[src/rtl/mux_tdm4.sv]
// mux_tdm4: four-lane time-division multiplexer.
//
// Each input lane pushes into its own small FIFO. A free-running 2-bit slot
// counter visits lanes 0,1,2,3 in a fixed rotation; on every cclk edge the
// lane owning the slot pops one word onto data_out. If that lane has nothing
// buffered, the slot is still emitted, with valid=0. Empty slots are never
// skipped, so the downstream demux can recover lane position from sync.
//
// Optional feature macro: MUX_TDM4_OVERFLOW_ERR_EN
//   defined   -> err[n] is a sticky flag, set by a push attempt while lane n is full
//   undefined -> err is tied to 0 and no flag registers exist
//
// Ports:
//   cclk                 clock, rising edge
//   reset                synchronous, active-high reset
//   valid_in0..3         push request, per lane
//   data_in0..3          push data, per lane
//   full0..3             lane FIFO holds FIFO_DEPTH entries; a push is refused
//   valid                data_out carries a real word
//   data_out             serialised data, 0 when valid=0
//   sync                 marks the output cycle that belongs to lane 0's slot
//   err[3:0]             sticky per-lane overflow flags (macro only)
//
// Slot counter (the only sequencing state):
//   slot | meaning
//   0    | next edge serves lane 0 and raises sync
//   1    | next edge serves lane 1
//   2    | next edge serves lane 2
//   3    | next edge serves lane 3
module mux_tdm4 #(
  parameter int DATA_W     = 8,
  parameter int FIFO_DEPTH = 4
) (
  input  logic              cclk,
  input  logic              reset,
  input  logic              valid_in0,
  input  logic              valid_in1,
  input  logic              valid_in2,
  input  logic              valid_in3,
  input  logic [DATA_W-1:0] data_in0,
  input  logic [DATA_W-1:0] data_in1,
  input  logic [DATA_W-1:0] data_in2,
  input  logic [DATA_W-1:0] data_in3,
  output logic              full0,
  output logic              full1,
  output logic              full2,
  output logic              full3,
  output logic              valid,
  output logic [DATA_W-1:0] data_out,
  output logic              sync,
  output logic [3:0]        err
);

  localparam int PTR_W = $clog2(FIFO_DEPTH);
  localparam int CNT_W = PTR_W + 1;

  logic [DATA_W-1:0] mem [4][FIFO_DEPTH];
  logic [PTR_W-1:0]  wr_ptr [4];
  logic [PTR_W-1:0]  rd_ptr [4];
  logic [CNT_W-1:0]  cnt    [4];
  logic [1:0]        slot;

  logic [3:0]        lane_valid;
  logic [3:0]        lane_full;
  logic [3:0]        push;
  logic [3:0]        pop;
  logic [DATA_W-1:0] lane_data [4];

  assign lane_valid   = {valid_in3, valid_in2, valid_in1, valid_in0};
  assign lane_data[0] = data_in0;
  assign lane_data[1] = data_in1;
  assign lane_data[2] = data_in2;
  assign lane_data[3] = data_in3;

  // full comes straight from the registered count: a pop in the same cycle
  // does not make room for a push (no look-ahead).
  always_comb begin
    lane_full = '0;
    push      = '0;
    pop       = '0;
    for (int n = 0; n < 4; n++) begin
      lane_full[n] = (cnt[n] == CNT_W'(FIFO_DEPTH));
      push[n]      = lane_valid[n] && !lane_full[n];
      pop[n]       = (slot == 2'(n)) && (cnt[n] != '0);
    end
  end

  assign full0 = lane_full[0];
  assign full1 = lane_full[1];
  assign full2 = lane_full[2];
  assign full3 = lane_full[3];

  // Storage needs no reset; the pointers and counts define what is valid.
  always_ff @(posedge cclk) begin
    for (int n = 0; n < 4; n++) begin
      if (push[n]) mem[n][wr_ptr[n]] <= lane_data[n];
    end
  end

  always_ff @(posedge cclk) begin
    if (reset) begin
      for (int n = 0; n < 4; n++) begin
        wr_ptr[n] <= '0;
        rd_ptr[n] <= '0;
        cnt[n]    <= '0;
      end
    end else begin
      for (int n = 0; n < 4; n++) begin
        if (push[n]) wr_ptr[n] <= wr_ptr[n] + PTR_W'(1);
        if (pop[n])  rd_ptr[n] <= rd_ptr[n] + PTR_W'(1);
        case ({push[n], pop[n]})
          2'b10:   cnt[n] <= cnt[n] + CNT_W'(1);
          2'b01:   cnt[n] <= cnt[n] - CNT_W'(1);
          default: cnt[n] <= cnt[n];
        endcase
      end
    end
  end

  // The head read uses the pre-edge pointer, so a word pushed into an empty
  // FIFO on this edge is only visible to the next slot visit.
  always_ff @(posedge cclk) begin
    if (reset) begin
      slot     <= 2'd0;
      valid    <= 1'b0;
      data_out <= '0;
      sync     <= 1'b0;
    end else begin
      slot     <= slot + 2'd1;
      valid    <= pop[slot];
      data_out <= pop[slot] ? mem[slot][rd_ptr[slot]] : '0;
      sync     <= (slot == 2'd0);
    end
  end

`ifdef MUX_TDM4_OVERFLOW_ERR_EN
  logic [3:0] err_q;

  always_ff @(posedge cclk) begin
    if (reset) err_q <= '0;
    else       err_q <= err_q | (lane_valid & lane_full);
  end

  assign err = err_q;
`else
  assign err = '0;
`endif

endmodule
[config.mk]
export PLATFORM = sky130hd
export DESIGN_NAME = mux_tdm4
export DESIGN_NICKNAME = d
export VERILOG_FILES = /design/src/rtl/mux_tdm4.sv
export SDC_FILE = /design/constraint.sdc
export NUM_CORES = 1
export LEC_CHECK = 0
export CORE_MARGIN = 4
export CORE_UTILIZATION = 50
export CTS_CLUSTER_DIAMETER = 200
export DETAILED_ROUTE_END_ITERATION = 6
export MAX_ROUTING_LAYER = met4
export PLACE_DENSITY_LB_ADDON = 0.25
export SETUP_SLACK_MARGIN = 0.1
export SYNTH_ARGS = -nofsm -noshare
export SYNTH_HDL_FRONTEND = slang
export SYNTH_SLANG_ARGS = --single-unit
[constraint.sdc]
create_clock -name cclk -period 2.3 [get_ports cclk]
set_input_delay 0.23 -clock cclk [delete_from_list [all_inputs] [get_ports cclk]]
set_output_delay 0.23 -clock cclk [all_outputs]
set_load 0.01 [all_outputs]
==> results of run 1 <==
[cells in the final DEF (no fill, tap or decap), drive strengths merged]
cell	count
clkdlybuf4s50	51
nand2	15
edfxtp	156
and2	12
a221oi	1
mux4	34
nand2b	4
nor3	23
o21ai	5
nor2	14
nor4	1
a21oi	4
clkinvlp	2
xnor2	4
bufinv	2
clkbuf	20
mux2i	9
o31ai	4
nor2b	7
a211o	1
conb	4
clkinv	6
xor2	3
and3	11
a211oi	17
dfxtp	12
a41oi	1
buf	37
inv	32
and2b	5
fa	3
ha	31
[critical path, delay by kind of cell, from the launching register on]
kind,cells,cell delay (ns)
flip-flops,1,0.41
buffers and inverters,2,0.28
adder cells (fa/ha/maj),2,0.40
AND/OR/NAND/NOR,3,0.24
AO/OA/AOI/OAI,2,0.44
XOR/XNOR,1,0.22
[layer usage]
layer / routed length (µm) / up-vias / GRT usage
met4: 243 / 0 / 0.06300
met2: 8343 / 117 / 0.3546
li1: - / 1806 / -
met1: 6187 / 2002 / 0.2509
met3: 859 / 17 / 0.04110
met5: 0 / - / -
[flip-flops by register name, summed over array words and instances, names as in the netlist]
| name | flops |
|---|---|
| data_out | 8 |
| cnt | 12 |
| sync | 1 |
| mem | 128 |
| rd_ptr | 8 |
| wr_ptr | 8 |
| slot | 2 |
| valid | 1 |
[metrics by stage]
stage                TNS, ns  hold slack [ns]  instances
floorplan                  0           0.3289        431
global placement           0           0.4486        669
detailed placement         0           0.4663        669
CTS                        0           0.4346        703
global route        -0.04458           0.4631        711
finish                     0           0.4590        711
[how the worst max path moves through the flow]
stage / from / end / slack (ns) / depth (start not counted)
after floorplan: slot[0]$_SDFF_PP0_ / cnt[0][2]$_SDFFCE_PN0P_ / 0.09 / 13
after global placement: cnt[2][1]$_SDFFCE_PN0P_ / cnt[2][2]$_SDFFCE_PN0P_ / 0.12 / 10
after detailed placement: cnt[2][1]$_SDFFCE_PN0P_ / cnt[2][2]$_SDFFCE_PN0P_ / 0.03 / 10
after CTS: slot[1]$_SDFF_PP0_ / cnt[1][2]$_SDFFCE_PN0P_ / 0.10 / 11
after global routing: cnt[1][1]$_SDFFCE_PN0P_ / cnt[1][2]$_SDFFCE_PN0P_ / -0.04 / 10
final: cnt[1][1]$_SDFFCE_PN0P_ / cnt[1][2]$_SDFFCE_PN0P_ / 0.06 / 10
[what timing repair did]
| item | in CTS | in global routing |
|---|---|---|
| resized for setup | 7 | 21 |
| hold buffers | 0 | 0 |
| setup buffers | 2 | 8 |
| setup endpoints to repair | 13 | 19 |
| pin swaps | 0 | 6 |
| endpoints found under the hold margin | 0 | 0 |
[logic make-up after synthesis]
group / share of synthesized area
flip-flops: 0.6773
AND/OR/NAND/NOR: 0.06677
buffers and inverters: 0.03511
multiplexers: 0.1177
adder cells (fa/ha/maj): 0.06161
AO/OA/AOI/OAI: 0.03252
XOR/XNOR: 0.008432
other: 0.0005158
[layout make-up]
type	count	area (µm²)	share of cell area
Inverter	30	117.6	0.01316
Sequential cell	168	4927	0.5512
Timing Repair Buffer	88	817.0	0.09141
Tap cell	180	225.2	0.02520
Multi-Input combinational cell	213	2278	0.2549
Clock inverter	12	126.4	0.01414
Clock buffer	20	446.7	0.04997
[power by group through the flow]
stage                     clock, mW  combinational [mW]  sequential (mW)
after floorplan                   0               0.935             3.88
after global placement            0                1.41             3.89
after detailed placement          0                1.45             3.91
after CTS                      2.80                1.48             3.85
after global routing           2.95                1.76             3.89
final                          2.75                1.61             3.86
==> results.toml, run 1 <==
[power]
peakVddDrop_mv = 0.5078
power.density_nw_per_um2 = 920.0
pwr-share-clk = 0.335
p_int_mw = 6.095
power.switching_mw = 2.128
power_frac_comb = 0.196
p_leak_nw = 3.180
report.power.total_mw = 8.224
p_seq_frac = 0.470
netSwitchingFraction = 0.2588

[synthesis]
synth_common_cells = "156 x edfxtp_1, 34 x mux4_2, 31 x ha_1"
synth_ff_type = "edfxtp_1"
async_reset_ff_frac = 0
syn_area_um2 = 7271
ys_seq_area_frac = 0.6773
syn_avg_cell_area_um2 = 16.99
yosys-top-cells-area = "edfxtp_1 64%, mux4_2 11%, ha_1 5.3%, dfxtp_1 3.3%, a211oi_1 1.8%"
syn_inst = 428
yosys.area.top_type = "edfxtp_1"
synth-warning-count = 0
ys_types = 32
synth_edf_count = 156
netlist.area_leader.share = 0.6443
ys_ff_latch = 168
synth_most_common_cell = "edfxtp_1"

[layout]
drive_gt1_frac = 0.2561
antenna_cells = 0
areaGrowthSynthToFinish_pct = 22.94
fin_nets = 590
finish.instance_area_um2 = 8939
finish.utilization = 0.6366
nFillCells = 981

[worst_setup_path]
crit_path_start_kind = "flip-flop"
path_cells = "buf_4, o31ai_2, inv_1, ha_4, nand2_1, fa_2, xor2_2, nor3_2, a21oi_1, nor2_1"
r2r_start = "cnt[1][1]$_SDFFCE_PN0P_"
reg2reg_depth = 10
r2r-end = "cnt[1][2]$_SDFFCE_PN0P_"
crit_type = "flip-flop to flip-flop"
path_max_fanout = 5
worstSetupEndpointType = "flip-flop"
cp_slowest_cell = "edfxtp_1"
ff2ff_setup_slack_ns = 0.06
max_stage_delay_ns = 0.41
crit_required_ns = 2.47
cp.arrival_ns = 2.41

[route]
vias = 3942
dr.first_iter.drc_count = 315
routed_wl_mm = 15.63
drtPass1Iterations = 4
viasPerCell = 5.544
drc_errors = 0
wl_per_cell_um = 21.99
detail-route-antenna-nets = 0

[floorplanning]
die_h_um = 128.6
start_util = 0.5178
ios = 56
num_rows = 43
core_area_um2 = 14040
dieArea_um2 = 16530
fp.dieW_um = 128.6

[place]
portBuffers = 51
place_ws_ns = 0.02919
gp_congestion = 0.8438
dpl_cell_area_um2 = 8190
hpwlAfterDp_mm = 10.31

[min_path]
min_to = "mem[3][25]$_DFFE_PP_"
hold_start = "data_in3[1]"
whs_path_depth = 1
hp-class = "input pin to flip-flop"

[run_status]
outcome = "finished, final reports clean"

[timing]
setup_viol = 0
timing.fmax_mhz = 447.0
final_hold_viol_count = 0
period_needed_ns = 2.237
grt_setup_unrepaired = "yes"
slew_headroom = 0.6366
finalClockSkew_ns = 0.008696
tightest_slew_ns = 0.5452
min_period_over_period = 0.9728
slew_violations = 0
fin_ws_ns = 0.06264

[clocking]
cts_sinks = 168
h-tree-depth = 4
clk_path_buf_depth = 2
path_clk_slew_ns = 0.06
cts_tree = "done"
cts_buffers = 17
cts-root-buf = "clkbuf_16"
clock_latency_ns = 0.42

[global_route]
overflow = 0
grt_max_degree = 35
grt_pass1_wl_mm = 23.94
grtUsageTotal = 0.2073
grt_pass1_vias = 4186
antenna_found_initial = 0

[job]
cap_violations = 0
Power figures use the tool's default switching activity.
==> inputs of run 2 (changes only) <==
--- a/config.mk
+++ b/config.mk
@@ -5,8 +5,10 @@
 export SDC_FILE = /design/constraint.sdc
 export NUM_CORES = 1
 export LEC_CHECK = 0
+export CELL_PAD_IN_SITES_DETAIL_PLACEMENT = 0
+export CELL_PAD_IN_SITES_GLOBAL_PLACEMENT = 1
 export CORE_MARGIN = 4
-export CORE_UTILIZATION = 50
+export CORE_UTILIZATION = 45
 export CTS_CLUSTER_DIAMETER = 200
 export DETAILED_ROUTE_END_ITERATION = 6
 export MAX_ROUTING_LAYER = met4
==> results.toml, run 2 (synthesis gave the netlist of run 1 again) <==
[run_status]
outcome = "finished, final reports clean"

[min_path]
hp-class = "input pin to flip-flop"
hold_start = "data_in0[2]"
whs_path_depth = 1
min_to = "mem[0][10]$_DFFE_PP_"

[global_route]
grtUsageTotal = 0.1802
grt_max_degree = 33
grt_pass1_wl_mm = 23.35
antenna_found_initial = 1
overflow = 0
grt_pass1_vias = 4186

[place]
hpwlAfterDp_mm = 10.10
gp_congestion = 0.7946
portBuffers = 51

[worst_setup_path]
r2r-end = "cnt[1][2]$_SDFFCE_PN0P_"
path_cells = "inv_2, and3_4, nand2b_4, ha_4, nand2_1, fa_2, xor2_2, nor3_1, a21oi_1, nor2_1"
worstSetupEndpointType = "flip-flop"
reg2reg_depth = 10
cp.arrival_ns = 2.29
ff2ff_setup_slack_ns = 0.18
crit_type = "flip-flop to flip-flop"
path_buf_inv = 1
r2r_start = "cnt[1][1]$_SDFFCE_PN0P_"
crit_path_start_kind = "flip-flop"
cp_slowest_cell = "edfxtp_1"
max_stage_delay_ns = 0.42
critPathTopFamily = "adder cells"
crit_required_ns = 2.47
path_max_fanout = 5

[route]
routed_wl_mm = 14.96
vias = 3879
wl_per_cell_um = 20.03
drc_errors = 0
drtPass1Iterations = 4
detail-route-antenna-nets = 0
dr.first_iter.drc_count = 245
viasPerCell = 5.193

[floorplanning]
start_util = 0.4577
fp.dieW_um = 135.1
ios = 56
core_area_um2 = 15890
dieArea_um2 = 18250
num_rows = 46
die_h_um = 135.1

[layout]
areaGrowthSynthToFinish_pct = 22.30
finish.utilization = 0.5598
largest_reg_flops = 128
fin_nets = 589
final_cell_mix = "156 x edfxtp_1, 51 x clkdlybuf4s50_1, 35 x buf_4"
final_common_cell = "edfxtp_1"
drive_gt1_frac = 0.2491

[clocking]
path_clk_slew_ns = 0.06
cts_sinks = 168
h-tree-depth = 4
cts-root-buf = "clkbuf_16"
clock_latency_ns = 0.42
cts_tree = "done"
clk_path_buf_depth = 2
cts_buffers = 17

[timing]
timing.fmax_mhz = 471.7
period_needed_ns = 2.120
grt_setup_unrepaired = "yes"
min_period_over_period = 0.9217
finalClockSkew_ns = 0.009079
slew_violations = 0
final_hold_viol_count = 0
setup_viol = 0
slew_headroom = 0.6256
fin_setup_tns_ns = 0
tightest_slew_ns = 0.5616

[power]
p_leak_nw = 3.158
peakVddDrop_mv = 0.5794
report.power.total_mw = 8.024
power.density_nw_per_um2 = 902.4

[job]
cap_violations = 0
run 2: cell types whose count changed in the layout (fill, tap and decap cells not counted), sizes merged:
cell	change
clkbuf	-1
inv	+5
buf	-1
clkinvlp	+1
clkinv	-3
diode	+1
bufinv	-2
run 2: repair_timing:
action / 4_1_cts / 5_1_grt
hold buffers: 0 / 0
pin swaps: 0 / 1
setup buffers: 2 / 5
setup endpoints to repair: 1 / 17
gates resized for setup: 1 / 19
run 2: how the worst max path moves through the flow:
stage	from	endpoint	slack, ns	cells past startpoint
2_1_floorplan	slot[0]$_SDFF_PP0_	cnt[0][2]$_SDFFCE_PN0P_	0.09	13
3_3_place_gp	cnt[1][0]$_SDFFCE_PN0P_	cnt[1][2]$_SDFFCE_PN0P_	0.12	10
3_5_place_dp	cnt[1][0]$_SDFFCE_PN0P_	cnt[1][2]$_SDFFCE_PN0P_	0.07	10
4_1_cts	slot[1]$_SDFF_PP0_	cnt[1][2]$_SDFFCE_PN0P_	0.10	11
5_1_grt	cnt[1][0]$_SDFFCE_PN0P_	cnt[1][2]$_SDFFCE_PN0P_	0.05	10
6_report	cnt[1][1]$_SDFFCE_PN0P_	cnt[1][2]$_SDFFCE_PN0P_	0.18	10
run 2: area by class of cell:
type | count | area [µm²]
antenna | 1 | 2.502
clock buffer | 19 | 432.9
clock inverter | 13 | 113.9
fill | 1283 | 6993
inverter | 30 | 115.1
multi-input combinational | 213 | 2246
sequential | 168 | 4927
tap | 216 | 270.3
timing repair buffer | 87 | 784.5
run 2: per-layer routing:
metal | vias to the layer above | track usage | wire length, µm
li1 | 1806 | - | -
met1 | 1953 | 0.2316 | 5943
met2 | 114 | 0.2879 | 7718
met3 | 6 | 0.04657 | 1229
met4 | 0 | 0.04927 | 68
met5 | - | - | 0
run 2: report_power, final:
group,switching (mW),total [mW],internal [mW]
clock network,1.23,2.65,1.42
registers,0.146,3.84,3.69
logic,0.796,1.54,0.739
run 2: metrics by stage:
stage,hold WS [ns],setup slack (ns),cell area (µm²),instances
6_report,0.4494,0.1802,8892,747
3_5_place_dp,0.5937,0.07310,8225,707
5_1_grt,0.4435,0.04698,8892,747
2_1_floorplan,0.3289,0.08633,7381,431
3_3_place_gp,0.5957,0.1180,8225,707
4_1_cts,0.4414,0.1006,8788,741
